$ cat src/rtl/ui_pkg.sv
// Shared definitions for the LCD text path: FSM encoding, display constants
// and a constant-width helper for sizing pointers and counters.
package ui_pkg;

    typedef enum logic [1:0] {
        IDLE    = 2'd0,
        COLLECT = 2'd1,
        SEND    = 2'd2,
        HOLD    = 2'd3
    } state_e;

    localparam logic [7:0] ASCII_SPACE = 8'h20;
    localparam int         CNT_W       = 25;

    function automatic int clog2(input int value);
        int result;
        result = 0;
        while ((1 << result) < value) result++;
        return result;
    endfunction

endpackage

$ cat src/rtl/text_msg_buffer.sv
// Simple dual-port message store: synchronous write, registered read,
// written so synthesis can map it onto a block RAM.
module text_msg_buffer
    import ui_pkg::*;
#(
    parameter int DEPTH = 64,
    parameter int AW    = clog2(DEPTH)
) (
    input  logic          clk,
    input  logic          wr_en_i,
    input  logic [AW-1:0] wr_addr_i,
    input  logic [7:0]    wr_data_i,
    input  logic [AW-1:0] rd_addr_i,
    output logic [7:0]    rd_data_o
);

    logic [7:0] mem_q [DEPTH];
    logic [7:0] rd_data_q;

    // NOTE: the array has no reset; a reset term would stop it mapping to block RAM.
    always_ff @(posedge clk) begin
        if (wr_en_i) mem_q[wr_addr_i] <= wr_data_i;
        rd_data_q <= mem_q[rd_addr_i];
    end

    assign rd_data_o = rd_data_q;

endmodule

$ cat src/rtl/text_msg_arbiter.sv
// Arbitrates message sources onto the LCD scroller: buffers one whole message,
// replays it as a single unbroken burst, then protects it for a minimum time.
module text_msg_arbiter
    import ui_pkg::*;
#(
    parameter int  NUM_REQ         = 4,
    parameter int  MAX_LEN         = 64,
    parameter int  MIN_HOLD_CNT    = 27000000,
    parameter int  GAP_CYCLES      = 2,
    parameter int  COLLECT_TIMEOUT = 1000000,
    localparam int OWN_W           = (NUM_REQ > 1) ? clog2(NUM_REQ) : 1
) (
    input  logic                 clk,
    input  logic                 reset,
    input  logic [NUM_REQ-1:0]   req_valid,
    input  logic [8*NUM_REQ-1:0] req_data,
    input  logic [NUM_REQ-1:0]   req_last,
    output logic [NUM_REQ-1:0]   req_ready,
    output logic [7:0]           ascii_data,
    output logic                 ascii_data_ready,
    output logic [OWN_W-1:0]     owner,
    output logic                 owner_valid,
    output logic                 busy
);

    localparam int PTR_W  = clog2(MAX_LEN + 1);
    localparam int ADDR_W = clog2(MAX_LEN);

    localparam logic [PTR_W-1:0] LEN_MAX = PTR_W'(MAX_LEN);
    localparam logic [CNT_W-1:0] HOLD_TC = CNT_W'(MIN_HOLD_CNT - 1);
    localparam logic [CNT_W-1:0] GAP_TC  = CNT_W'(GAP_CYCLES);
    localparam logic [CNT_W-1:0] IDLE_TC = CNT_W'(COLLECT_TIMEOUT - 1);

    state_e             state_q;
    logic [NUM_REQ-1:0] req_ready_q;
    logic [7:0]         ascii_data_q;
    logic               ascii_ready_q;
    logic [OWN_W-1:0]   owner_q;
    logic               owner_valid_q;
    logic               busy_q;
    logic [OWN_W-1:0]   prev_owner_q;
    logic               prev_owner_valid_q;
    logic [PTR_W-1:0]   len_q;
    logic [PTR_W-1:0]   rd_ptr_q;
    logic               rd_vld_q;
    logic [CNT_W-1:0]   idle_cnt_q;
    logic [CNT_W-1:0]   hold_cnt_q;

    logic               any_req;
    logic [OWN_W-1:0]   win_idx;
    logic               grant;
    logic               accept;
    logic               wr_en;
    logic [7:0]         owner_byte;
    logic [7:0]         rd_data;

    // NOTE: every output of an always_comb gets a default first, so no latch is inferred.
    always_comb begin
        any_req = 1'b0;
        win_idx = '0;
        for (int i = NUM_REQ - 1; i >= 0; i--) begin
            if (req_valid[i]) begin
                any_req = 1'b1;
                win_idx = OWN_W'(i);
            end
        end
    end

    // Preemption from HOLD needs a strictly higher-priority source and a finished gap.
    assign grant = any_req &&
                   ((state_q == IDLE) ||
                    (state_q == HOLD && hold_cnt_q >= GAP_TC &&
                     hold_cnt_q != HOLD_TC && win_idx < owner_q));

    assign accept     = (state_q == COLLECT) && |(req_valid & req_ready_q);
    assign owner_byte = req_data[8*int'(owner_q) +: 8];
    assign wr_en      = accept && (len_q < LEN_MAX);

    text_msg_buffer #(
        .DEPTH (MAX_LEN),
        .AW    (ADDR_W)
    ) u_buf (
        .clk       (clk),
        .wr_en_i   (wr_en),
        .wr_addr_i (len_q[ADDR_W-1:0]),
        .wr_data_i (owner_byte),
        .rd_addr_i (rd_ptr_q[ADDR_W-1:0]),
        .rd_data_o (rd_data)
    );

    // NOTE: sequential state uses <= only, so all registers see pre-edge values.
    always_ff @(posedge clk) begin
        if (reset) begin
            state_q            <= IDLE;
            req_ready_q        <= '0;
            ascii_data_q       <= ASCII_SPACE;
            ascii_ready_q      <= 1'b0;
            owner_q            <= '0;
            owner_valid_q      <= 1'b0;
            busy_q             <= 1'b0;
            prev_owner_q       <= '0;
            prev_owner_valid_q <= 1'b0;
            len_q              <= '0;
            rd_ptr_q           <= '0;
            rd_vld_q           <= 1'b0;
            idle_cnt_q         <= '0;
            hold_cnt_q         <= '0;
        end else begin
            ascii_ready_q <= rd_vld_q;
            if (rd_vld_q) ascii_data_q <= rd_data;
            rd_vld_q <= 1'b0;

            if (grant) begin
                state_q            <= COLLECT;
                prev_owner_q       <= owner_q;
                prev_owner_valid_q <= owner_valid_q;
                owner_q            <= win_idx;
                owner_valid_q      <= 1'b1;
                req_ready_q        <= NUM_REQ'(1) << win_idx;
                len_q              <= '0;
                idle_cnt_q         <= '0;
                busy_q             <= 1'b1;
            end else begin
                case (state_q)
                    COLLECT: begin
                        if (accept) begin
                            idle_cnt_q <= '0;
                            if (len_q < LEN_MAX) len_q <= len_q + 1'b1;
                            if (req_last[owner_q]) begin
                                state_q     <= SEND;
                                req_ready_q <= '0;
                                rd_ptr_q    <= '0;
                            end
                        end else if (idle_cnt_q == IDLE_TC) begin
                            // Abandoned message: the previous text is still on screen.
                            state_q       <= IDLE;
                            req_ready_q   <= '0;
                            owner_q       <= prev_owner_q;
                            owner_valid_q <= prev_owner_valid_q;
                            busy_q        <= 1'b0;
                        end else begin
                            idle_cnt_q <= idle_cnt_q + 1'b1;
                        end
                    end
                    SEND: begin
                        if (rd_ptr_q < len_q) begin
                            rd_ptr_q <= rd_ptr_q + 1'b1;
                            rd_vld_q <= 1'b1;
                        end else if (!rd_vld_q) begin
                            state_q    <= HOLD;
                            hold_cnt_q <= '0;
                            busy_q     <= 1'b0;
                        end
                    end
                    HOLD: begin
                        if (hold_cnt_q == HOLD_TC) state_q <= IDLE;
                        else                       hold_cnt_q <= hold_cnt_q + 1'b1;
                    end
                    default: ;
                endcase
            end
        end
    end

    assign req_ready        = req_ready_q;
    assign ascii_data       = ascii_data_q;
    assign ascii_data_ready = ascii_ready_q;
    assign owner            = owner_q;
    assign owner_valid      = owner_valid_q;
    assign busy             = busy_q;

endmodule

$ cat config.mk
export PLATFORM = sky130hd
export DESIGN_NAME = text_msg_arbiter
export DESIGN_NICKNAME = d
export VERILOG_FILES = /design/src/rtl/ui_pkg.sv /design/src/rtl/text_msg_buffer.sv /design/src/rtl/text_msg_arbiter.sv
export SDC_FILE = /design/constraint.sdc
export NUM_CORES = 1
export LEC_CHECK = 0
export CAP_MARGIN = 20
export CELL_PAD_IN_SITES_DETAIL_PLACEMENT = 0
export CELL_PAD_IN_SITES_GLOBAL_PLACEMENT = 1
export CORE_ASPECT_RATIO = 0.8
export CORE_MARGIN = 2
export CORE_UTILIZATION = 30
export DETAILED_ROUTE_END_ITERATION = 8
export PLACE_DENSITY = 0.61
export SLEW_MARGIN = 20
export SYNTH_ARGS = -nofsm -noshare
export SYNTH_HDL_FRONTEND = slang
export SYNTH_HIERARCHICAL = 1
export SYNTH_SLANG_ARGS = --single-unit
$ cat constraint.sdc
create_clock -name clk -period 3.4 [get_ports clk]
set_input_delay 0.85 -clock clk [delete_from_list [all_inputs] [get_ports clk]]
set_output_delay 0.85 -clock clk [all_outputs]
set_load 0.03 [all_outputs]
---- Yosys cells after proc, flatten, opt, wreduce, memory -nomap -nowiden ----
Memories as Yosys holds them, arrays and structs flattened. A register that Yosys moved wholly into a read port is not among the register bits.
Index checks and enable logic that the tools add are counted.
storage, ports and cells
  input bits .............................. 42
  memory bits (writable) .................. 512
  bits in registers ....................... 87
  memories kept ........................... 1
cells by class
  equal/unequal tests ..................... 25
  bitwise logic cells ..................... 3
  add/sub/neg operators ................... 4
  reductions and logical operators ........ 28
  mux-type cells .......................... 50
  order comparisons ....................... 5
  shift operators ......................... 2
memories
  name         words  width  read ports  clocked after memory_dff  wr ports  line                   RTL
  u_buf.mem_q  64     8      1           1                         1         text_msg_buffer.sv:17  logic [7:0] mem_q [DEPTH];
operators by type and width
  operator                                                                              count
  25-bit 2-to-1 mux                                                                     5
  25-bit by 1-bit adder with 25-bit output, second input constant                       2
  25-bit case mux with 2 select lines                                                   1
  32-bit by 6-bit variable part select with 8-bit output                                1
  2-bit 2-to-1 mux                                                                      14
  25-bit by 20-bit == test with 1-bit output, second input constant                     1
  25-bit == test, second input constant                                                 1
  25-bit by 2-bit greater-or-equal comparator with 1-bit output, second input constant  1
  25-bit != test, second input constant                                                 1
  7-bit 2-to-1 mux                                                                      3
  4-bit 2-to-1 mux                                                                      5
  1-bit 2-to-1 mux                                                                      18
  3-bit by 2-bit != test with 1-bit output, second input constant                       5
  5-bit AND reduction                                                                   3
  7-bit by 1-bit adder with 7-bit output, second input constant                         2
  2-bit != test, second input constant                                                  7
  7-bit case mux with 2 select lines                                                    1
  6-bit AND reduction                                                                   2
  3-bit != test, second input constant                                                  3
  3-bit AND reduction                                                                   3
  3-bit nonzero test                                                                    3
  4-bit by 3-bit != test with 1-bit output, second input constant                       2
  2-bit nonzero test                                                                    4
  7-bit < comparator                                                                    1
  other kinds (20)                                                                      28

---- Depth between registers and ports, before layout ----
Gate-level depths: netlist of run 1.
  word-level depth ........................ 10
  mapped depth ............................ 11
  mapped depth without buffers ............ 9

---- Modules after synthesis ----
Netlist of run 1, hierarchy kept.
by module, submodules not included
  module            seq. area each (µm²)  times used  cells each  area each (µm²)
  text_msg_buffer   15,534.9              1           940         20,166.8
  text_msg_arbiter  1,741.7               1           541         4,629.4

---- Least setup slack after synthesis of run 1 ----
No wires, ideal clock.
  path type ............................... in2reg
  from .................................... input port req_valid[2]
  to ...................................... register hold_cnt_q[21]
  data arrival time ....................... 3,011 ps
  setup slack ............................. 318 ps
  stages .................................. 9
  path buffers ............................ 2
  data required time ...................... 3,329 ps
  cell sequence ........................... or4_1 > buf_2 > nand2_2 > o21ai_0 > a221o_1 > buf_6 > or4_4 > or3_1 > a21oi_1
on the way
  word-level cells in the longest chain between the ends .. 9
RTL lines
  element                                 line                     RTL
  start: declaration                      text_msg_arbiter.sv:15   input logic [NUM_REQ-1:0] req_valid,
  2-bit 2-to-1 mux (3 in series)          text_msg_arbiter.sv:62   if (req_valid[i]) begin
  2-bit < comparator                      text_msg_arbiter.sv:73   hold_cnt_q != HOLD_TC && win_idx < owner_q));
  1-bit logical AND                       text_msg_arbiter.sv:73
  1-bit logical OR                        text_msg_arbiter.sv:71   ((state_q == IDLE) ||
  1-bit logical AND *                     text_msg_arbiter.sv:70   assign grant = any_req &&
  1-bit NOT (no source line) *            --
  5-bit AND reduction (no source line) *  --
  end signal: assignment                  text_msg_arbiter.sv:157  else hold_cnt_q <= hold_cnt_q + 1'b1;
  end: declaration                        text_msg_arbiter.sv:47   logic [CNT_W-1:0] hold_cnt_q;
Every way passes the cells marked *; elsewhere a longest branch is shown, timed or not.
A chain may end at the register's enable or synchronous reset.

---- Final worst setup path of run 1 ----
Same ends and word-level chain as after synthesis.

==> out/metrics.csv, run 1 <==
stage,metric,value,unit
run_status,status,completed,
worst_setup_path,crit path launch type,input pin,
cts,Worst-path clk slew,0.06,ns
die,Initial Util,0.302,
pwr,pwr/cell area,530,nW/µm²
pwr,Worst IR Drop VDD,345,µV
placement,Final GP Congestion,0.774,
worst_setup_path,peak fanout along the critical path,4,
cts,CTS tree,done,
timing,fin worst setup slack,0.328,ns
synth,Yosys reg bits,607,
cts,H-tree Lvls,3,
synth,Synth Net Count,1540,
synth,post-synthesis sequential area ratio,0.697,
min_path,Hold Path End,prev_owner_q[0]$_SDFFE_PP0P_,
timing,Max-slew headroom,0.280,
layout,final net count,1747,
layout,"most common cell after layout, fill and taps aside",edfxtp_1,
worst_setup_path,Crit Path Category,input pin to register,
worst_setup_path,Worst Setup End Kind,register,
worst_setup_path,"CP delay by family, top",simple AND/OR/NAND/NOR gates,
route,DRC,0,
global_routing,GRT Resource Usage Total,0.142,
synth,ys async rst share,0,
synth,Most used DFF post-synth,edfxtp_1,
placement,Setup WS pre-CTS,-0.272,ns
timing,max-slew violation count,0,
die,die area,85000,µm²
layout,Finished Cell Area,29700,µm²
worst_setup_path,slowest CP cell,or4_4,
layout,Register Area,17300,µm²
die,Die X,325,µm
timing,endpoints failing hold,0,
timing,fin crit period,3.07,ns
timing,Peak Freq,325,MHz
synth,Mapped Cells,1481,
cts,Clock Sinks,607,
timing,post-route clock period utilization,0.904,
cts,Max Root-Sink Buffers,3,
timing,final setup fails,0,
global_routing,largest net degree at the start of global routing,65,
job,maxcap violations,0,
route,starting DRC count in detailed routing,1352,
cts,Resized Gates After CTS,0,
timing,hold_ws,0.456,ns
worst_setup_path,worst r2r dst,state_q[1]$_SDFFE_PP0P_,
timing,Worst Skew,0.0173,ns
worst_setup_path,Critical R2R Launch,len_q[3]$_SDFFE_PP0P_,
layout,most frequent cells in the layout,"512 x edfxtp_1, 160 x nor2_1, 145 x buf_4, 135 x mux4_2, 91 x dfxtp_1",
layout,FILL cells,7783,
layout,Final Non-Filler Cells,2843,
route,WL final,60.2,mm
placement,IO Port Bufs,58,
layout,Multi-input gate area,7020,µm²
placement,placed inst area,27600,µm²
worst_setup_path,worst endpoint data arrival time,3.60,ns
worst_setup_path,CP Buf/Inv Count,1,
min_path,Worst Hold Class,register to register,
worst_setup_path,flop-to-flop setup slack,0.35,ns
min_path,hold_sp,prev_owner_q[0]$_SDFFE_PP0P_,
worst_setup_path,worst endpoint required time,3.93,ns
layout,share of cells above drive strength 1,0.239,
global_routing,grt ovf,0,
cts,Worst-Skew Late Latency,0.61,ns
min_path,Worst Hold Path Cells,2,
route,routed via count,14159,
global_routing,number of global-route vias before repair,14188,
placement,DP HPWL,37.8,mm
cts,postcts setup bufs,0,
global_routing,initial antenna violation count,1,
worst_setup_path,"Largest stage delay, worst path",0.55,ns
die,# rows,94,
cts,CTS Buf Count,66,
layout,P&R area growth vs syn,19.8,%
die,core region area,82100,µm²
route,WL/cell,21.2,µm
synth,"Avg Cell Area, Syn",16.7,µm²
cts,Root Driver,clkbuf_16,
die,IO Pins,59,
synth,Post-synth EDFFs,512,
placement,dpl cells,2724,
timing,worst slew pin tran,1.07,ns
worst_setup_path,crit-path cells,clkdlybuf4s50_1 > nor2_1 > nor3_1 > ha_1 > o311ai_0 > o2111a_1 > a221o_1 > or4_4 > or3_1 > a21oi_1,
synth,"Distinct cells, synth",67,
synth,synth warn,6,
route,DR pass1 iterations,5,
synth,Mapped Area,24800,µm²
die,Die Height,261,µm
route,post-route ant nets,0,
global_routing,first-pass GRT wire length,90.3,mm
pwr,LEAKAGE,0.00913,µW
layout,antenna cell count,0,
timing,RSZ-0062 raised after global routing,false,
worst_setup_path,Reg2Reg Depth,8,
cts,hold_buf cts,0,
route,Vias/cell,4.98,
[power by group]
| part | leakage [µW] | switching [µW] | internal (µW) |
|---|---|---|---|
| clock network | 0.00102 | 2860 | 3980 |
| registers | 0.00537 | 13.9 | 8280 |
| logic | 0.00273 | 447 | 168 |
| total | 0.00913 | 3330 | 12400 |
[Yosys cell counts (15+ instances only)]
master | instances | area (µm²)
nand3_1 | 47 | 235
o21ai_0 | 24 | 120
nor3_1 | 21 | 105
mux4_2 | 135 | 3040
nor2_1 | 160 | 601
a21oi_1 | 24 | 120
nor2b_1 | 15 | 93.8
xnor2_1 | 20 | 175
mux2i_1 | 35 | 350
ha_1 | 17 | 213
clkbuf_1 | 34 | 128
xor2_1 | 16 | 140
edfxtp_1 | 512 | 15400
dfxtp_1 | 95 | 1900
nor4_1 | 19 | 119
nand4_1 | 19 | 119
inv_1 | 22 | 82.6
nand2_1 | 62 | 233
[tightest hold or removal path, stage by stage, from the launching register on]
cell	delay, ns
dfxtp_1	0.30
nand2_1	0.05
a21oi_1	0.05
[kinds of logic (layout without fill, tap and decap cells)]
logic type	Yosys count	count (layout)	share of synthesized area
buf+inv	96	354	0.0203
mux	183	183	0.143
flops	607	607	0.697
xor+xnor	36	36	0.0127
fa+ha+maj	17	17	0.00858
simple gates	397	397	0.0768
compound gates	145	145	0.0422
[metrics by stage]
step / power, µW / setup TNS, ns / util
floorplan: 8730 / 0 / -
global placement: 9060 / -1.90 / 0.336
detailed placement: 9080 / -5.48 / 0.336
CTS: 16000 / 0 / 0.362
global route: 16300 / 0 / 0.362
finish: 15800 / 0 / 0.362
[layer usage]
metal	wire [µm]	global-route usage	up-vias
li1	-	-	6337
met1	28200	0.203	7349
met2	27200	0.219	376
met3	3530	0.0301	95
met4	1300	0.0390	2
met5	9	0	-
[area by class of cell]
type | instances | share of cell area
timing repair buffer | 212 | 0.0623
sequential | 607 | 0.582
tap | 1104 | 0.0465
clock buffer | 84 | 0.0605
inverter | 23 | 0.00291
clock inverter | 35 | 0.00956
multi-input combinational | 778 | 0.236
[registers in the layout, indices dropped and copies added, names as in the netlist, 4 cells and up]
signal,flops
u_buf/rd_data_o,8
len_q,7
hold_cnt_q,25
idle_cnt_q,25
u_buf/mem_q,512
ascii_data,8
req_ready,4
rd_ptr_q,7
[how the worst max path moves through the flow]
stage	startpoint	endpoint	slack (ns)	cells after the start
6_report	req_valid[2]	hold_cnt_q[21]$_SDFFE_PP0P_	0.33	10
5_1_grt	len_q[3]$_SDFFE_PP0P_	rd_ptr_q[4]$_SDFFE_PP0P_	0.15	9
4_1_cts	len_q[3]$_SDFFE_PP0P_	state_q[1]$_SDFFE_PP0P_	0.37	8
3_5_place_dp	req_valid[2]	hold_cnt_q[23]$_SDFFE_PP0P_	-0.27	10
3_3_place_gp	req_valid[2]	hold_cnt_q[21]$_SDFFE_PP0P_	-0.21	10
2_1_floorplan	req_valid[2]	hold_cnt_q[21]$_SDFFE_PP0P_	0.32	9
Power figures use the tool's default switching activity.
==> run 2: changes to the inputs <==
- GPL_ROUTABILITY_DRIVEN: not set -> 0
==> results of run 2 <==
The final DEF is identical to that of run 1; final timing and power are the same.
